--- src/rtl/freq_note_decoder.sv ---
// Nearest-note classifier: linear search over all 64 switch codes for the table
// frequency closest to freq_in. Optional macro NOTE_DIFF_EN builds the diff/in_tune path.
module freq_note_decoder #(
  parameter int FREQ_W = 12,
  parameter int TOL    = 4
) (
  input  logic              clk,
  input  logic              rst,
  input  logic [FREQ_W-1:0] freq_in,
  input  logic              in_valid,
  output logic              in_ready,
  output logic [5:0]        sw_out,
  output logic [2:0]        note,
  output logic              accident,
  output logic [1:0]        octave,
  output logic              in_tune,
  output logic [FREQ_W:0]   diff,
  output logic              out_valid,
  input  logic              out_ready
);

  // Handshakes: a transfer happens on a rising edge where valid and ready are both
  // high; valid holds its payload stable until that edge, and ready never waits on valid.
  typedef enum logic [1:0] {IDLE, SCAN, DONE} state_t;

  state_t            state_q, state_d;
  logic [FREQ_W-1:0] freq_q, freq_d;
  logic [5:0]        code_q, code_d;
  logic [FREQ_W-1:0] best_err_q, best_err_d;
  logic [5:0]        best_code_q, best_code_d;
  logic [5:0]        sw_q, sw_d;
  logic              out_valid_q, out_valid_d;

  logic [FREQ_W-1:0]        tf;
  logic signed [FREQ_W:0]   cur_diff;
  logic [FREQ_W-1:0]        cur_err;

  function automatic logic [FREQ_W-1:0] table_freq(input logic [5:0] c);
    logic [FREQ_W-1:0] base;
    base = '0;
    case (c[3:0])
      4'h0: base = FREQ_W'(261);
      4'h1: base = FREQ_W'(293);
      4'h2: base = FREQ_W'(330);
      4'h3: base = FREQ_W'(349);
      4'h4: base = FREQ_W'(392);
      4'h5: base = FREQ_W'(440);
      4'h6: base = FREQ_W'(494);
      4'h7: base = FREQ_W'(522);
      4'h8: base = FREQ_W'(277);
      4'h9: base = FREQ_W'(311);
      4'hA: base = FREQ_W'(330);
      4'hB: base = FREQ_W'(370);
      4'hC: base = FREQ_W'(415);
      4'hD: base = FREQ_W'(466);
      4'hE: base = FREQ_W'(494);
      default: base = FREQ_W'(554);
    endcase
    case (c[5:4])
      2'd0:    table_freq = base;
      2'd1:    table_freq = base << 1;
      2'd2:    table_freq = base << 2;
      default: table_freq = base >> 1;
    endcase
  endfunction

  always_comb begin
    tf       = table_freq(code_q);
    cur_diff = $signed({1'b0, freq_q}) - $signed({1'b0, tf});
    cur_err  = cur_diff[FREQ_W] ? FREQ_W'(-cur_diff) : FREQ_W'(cur_diff);
  end

`ifdef NOTE_DIFF_EN
  logic signed [FREQ_W:0] best_diff_q, best_diff_d;
  logic signed [FREQ_W:0] diff_q, diff_d;
  logic                   in_tune_q, in_tune_d;
`endif

  always_comb begin
    state_d     = state_q;
    freq_d      = freq_q;
    code_d      = code_q;
    best_err_d  = best_err_q;
    best_code_d = best_code_q;
    sw_d        = sw_q;
    out_valid_d = out_valid_q;
`ifdef NOTE_DIFF_EN
    best_diff_d = best_diff_q;
    diff_d      = diff_q;
    in_tune_d   = in_tune_q;
`endif
    case (state_q)
      IDLE: begin
        if (in_valid) begin
          freq_d      = freq_in;
          code_d      = 6'd0;
          best_err_d  = '1;
          best_code_d = 6'd0;
          state_d     = SCAN;
        end
      end
      SCAN: begin
        // Strict compare keeps the earliest (lowest) code on ties.
        if (cur_err < best_err_q) begin
          best_err_d  = cur_err;
          best_code_d = code_q;
`ifdef NOTE_DIFF_EN
          best_diff_d = cur_diff;
`endif
        end
        code_d = code_q + 6'd1;
        if (code_q == 6'd63) state_d = DONE;
      end
      DONE: begin
        if (!out_valid_q) begin
          sw_d        = best_code_q;
          out_valid_d = 1'b1;
`ifdef NOTE_DIFF_EN
          diff_d      = best_diff_q;
          in_tune_d   = (best_err_q <= FREQ_W'(TOL));
`endif
        end else if (out_ready) begin
          out_valid_d = 1'b0;
          state_d     = IDLE;
        end
      end
      default: state_d = IDLE;
    endcase
  end

  always_ff @(posedge clk) begin
    if (rst) begin
      state_q     <= IDLE;
      freq_q      <= '0;
      code_q      <= '0;
      best_err_q  <= '1;
      best_code_q <= '0;
      sw_q        <= '0;
      out_valid_q <= 1'b0;
`ifdef NOTE_DIFF_EN
      best_diff_q <= '0;
      diff_q      <= '0;
      in_tune_q   <= 1'b0;
`endif
    end else begin
      state_q     <= state_d;
      freq_q      <= freq_d;
      code_q      <= code_d;
      best_err_q  <= best_err_d;
      best_code_q <= best_code_d;
      sw_q        <= sw_d;
      out_valid_q <= out_valid_d;
`ifdef NOTE_DIFF_EN
      best_diff_q <= best_diff_d;
      diff_q      <= diff_d;
      in_tune_q   <= in_tune_d;
`endif
    end
  end

  assign in_ready  = (state_q == IDLE);
  assign out_valid = out_valid_q;
  assign sw_out    = sw_q;
  assign note      = sw_q[2:0];
  assign accident  = sw_q[3];
  assign octave    = sw_q[5:4];
`ifdef NOTE_DIFF_EN
  assign diff      = diff_q;
  assign in_tune   = in_tune_q;
`else
  assign diff      = '0;
  assign in_tune   = 1'b0;
`endif

endmodule

--- config.mk ---
export PLATFORM = sky130hd
export DESIGN_NAME = freq_note_decoder
export DESIGN_NICKNAME = d
export VERILOG_FILES = /design/src/rtl/freq_note_decoder.sv
export SDC_FILE = /design/constraint.sdc
export NUM_CORES = 1
export LEC_CHECK = 0
export ABC_AREA = 1
export BUFFER_PORTS_ARGS = -buffer_cell sky130_fd_sc_hd__buf_4
export CORE_MARGIN = 5
export CORE_UTILIZATION = 54
export CTS_CLUSTER_DIAMETER = 100
export CTS_CLUSTER_SIZE = 12
export DETAILED_ROUTE_END_ITERATION = 12
export PLACE_DENSITY = 0.8
export SETUP_SLACK_MARGIN = 0.2
export SLEW_MARGIN = 30
export SYNTH_ARGS = -nofsm -noshare
export SYNTH_HDL_FRONTEND = slang
export SYNTH_SLANG_ARGS = --single-unit
--- constraint.sdc ---
create_clock -name clk -period 3.6 [get_ports clk]
set_clock_uncertainty 0.15 [all_clocks]
set_input_delay 0 -clock clk [delete_from_list [all_inputs] [get_ports clk]]
set_output_delay 0 -clock clk [all_outputs]
set_load 0.005 [all_outputs]
==> qor.txt <==
Outcome: finished, violations left
Failing checks: setup timing
Top cells by area, synth: dfxtp_1 (28%), nand2_1 (12%), ha_1 (10%), inv_1 (8.0%), nand3_1 (5.3%)
Area of the core region: 7176 um^2
Dpl cell area: 4701 um^2
Register area: 1109 um^2
VDD IR max: 0.0002712 V
RSZ-0062 raised after global routing: yes
Largest net degree at the start of global routing: 31
Compound-Gate Fraction of Synth Area: 16.62%
CTS Sinks: 55
Synth warn: 0
Clock network power share: 17.0%
Top cells by count, synth: nand2_1 (129), inv_1 (84), dfxtp_1 (55)
Post-route ant nets: 0
Pwr Density: 386.9 nW/um^2
Setup crit start kind: register
Width of the die: 95.39 um
Max Fclk: 0.2377 GHz
Drt initial violations: 409
Setup ws final: -607.7 ps
Inserted Diodes: 0
Vias in the first global route: 4081
Tmin final: 4208 ps
Post-synth cell types: 42
Input/output buffers: 29
# rows: 31
Hold Path Class: input pin to register
Area grow syn2layout: 48.24%
Final Max Tran Viols: 0
WL/cell: 17.13 um
Register share of total power: 30.3%
Synth Area in XOR/XNOR: 1.748%
Die ar.: 9099 um^2
Simple-Gate Fraction of Synth Area: 28.38%
Gr usage total: 23.81%
CTS buffer count: 5
Global-route wire length before repair: 17520 um
Max-Cap Viols: 0
Starting Density: 54.87%
EDFF count, synth: 0
Total congestion overflow: 0
Clock root buffer: clkbuf_8
Die height: 95.39 um
Top-count cell post-synth: nand2_1
Power consumption: 2.258 mW
Drc violations: 0
Clock Path Buffers: 2
Post-synth top area cell: dfxtp_1
Routed Wire Length: 14030 um
CTS tree: done
Ys async rst share: 0%
Post-synth top area share: 27.96%
Setup_tns: -10060 ps
Initial antenna violation count: 0
Total net switching power: 0.9194 mW
Post-route cell area: 5837 um^2
Crit path required time: 3680 ps
Drt first pass iters: 5
Largest family of logic cells by synthesized area: simple AND/OR/NAND/NOR gates
Sequential element share of the synthesized area: 27.96%
Final Cycle Share: 116.9%
WP data arrival: 4290 ps
Ys flop type: dfxtp_1
Num ports: 44
Fillers: 408
Int Power: 1.339 mW
CP endpoint kind: register
P_leak: 2.879 nW
Vias: 4625
Mapped cell area: 3938 um^2
Hpwl dp: 7412 um
Clk_lat worst skew: 320 ps
Sw Ratio: 40.71%
Mapped Avg Cell Area: 6.719 um^2
Post-synthesis mux area share: 0%
CP max FO: 8
CTS H-tree lvls: 2
Final nets: 769
Gp weighted congestion: 0.9369
Multi-input logic area: 2910 um^2
Logic pwr share: 52.6%
Critical path class: register to register
Final hold vios: 0
Flip-flop and latch count after synthesis: 55
Setup Viol. Count Final: 18
DR vias/cell: 5.647
Synth Area in Adders: 10.99%
Reg clk slew, reported paths: 110 ps
Mapped Cells: 586
Share of post-route cells with drive strength above 1: 40.83%
[stage by stage]
stage	setup WS, ps	utilization (%)	instances	hold WS [ps]
after floorplan	-113.0	-	599	15.15
after global routing	-786.9	81.34	819	72.24
after detailed placement	-736.8	65.51	761	114.0
final	-607.7	81.34	819	37.54
after CTS	-380.8	72.71	804	26.66
after global placement	-598.8	65.51	761	104.7
[per-layer routing]
layer  global-route usage (%)  share of wire (%)  routed length (um)
met1                    28.32                 37                5187
met2                    43.79                 52                7311
met4                    8.294                5.2                 736
met3                    2.920                5.6                 792
met5                        0                  0                   0
[area by class of cell]
cell class / count / area share [%]
Tap cell: 99 / 2.122
Clock buffer: 5 / 1.179
Clock inverter: 3 / 0.5788
Inverter: 90 / 6.002
Multi-Input combinational cell: 419 / 49.86
Timing Repair Buffer: 148 / 21.26
Sequential cell: 55 / 18.99
[worst max-delay path, cell delays in order (launching register included)]
cell      delay (ps)
dfxtp_4          450
buf_6            120
nor2_4            50
a22o_1           210
a221oi_2         250
ha_1             330
inv_2             90
o21bai_4          70
a21oi_2          210
nand3_2          130
a21boi_4         230
buf_12           150
nand2_2           70
xor2_2           190
inv_1            110
ha_4             280
inv_1             70
nor3_2           210
nand3_2          120
nand3_2          120
nand2_4          120
buf_6            180
o21ai_0          160
nor2_1            60
[placed cells by master (no fill, tap or decap), drive strengths merged, types with 2 or more instances in the layout]
| master | n |
|---|---|
| a21oi | 38 |
| a221oi | 4 |
| a22o | 2 |
| a22oi | 2 |
| a31oi | 3 |
| buf | 133 |
| clkbuf | 6 |
| conb | 14 |
| dfxtp | 55 |
| dlygate4sd3 | 14 |
| ha | 33 |
| inv | 92 |
| nand2 | 144 |
| nand3 | 45 |
| nand4 | 5 |
| nor2 | 55 |
| nor3 | 2 |
| o211ai | 5 |
| o21ai | 44 |
| o21bai | 4 |
| o22ai | 2 |
| o31ai | 2 |
| xor2 | 7 |
[logic make-up (layout without fill, tap and decap cells)]
logic type      Yosys count  in the layout
fa+ha+maj                34             34
other cells               1             14
xor+xnor                  7              7
buf+inv                 125            246
compound gates          110            110
simple gates            254            254
flops                    55             55
[final timing paths]
| check | start | to | slack (ps) | cells past startpoint |
|---|---|---|---|---|
| hold / removal | in_valid | freq_q[9] | 40 | 5 |
| setup / recovery | code_q[4] | best_code_q[1] | -610 | 23 |
| hold reg to reg | sw_out[1] | sw_out[1] | 340 | 2 |
| setup reg to reg | code_q[4] | best_code_q[1] | -610 | 23 |
[power groups by stage]
stage / clock (mW) / combinational, mW / sequential [mW]
floorplan: 0 / 0.502 / 0.684
global placement: 0 / 0.718 / 0.689
detailed placement: 0 / 0.741 / 0.690
CTS: 0.380 / 0.832 / 0.676
global route: 0.411 / 1.27 / 0.688
finish: 0.385 / 1.19 / 0.685
[timing repair]
item                                    CTS  global route
endpoints found under the setup margin   18            18
cloned                                    1             1
pin swaps                                32            33
hold buffers                             14             0
setup buffers                            20            14
resized for setup                        51           106
hold endpoints to repair                 27             0
No activity file was read; power rests on OpenSTA's default activity.
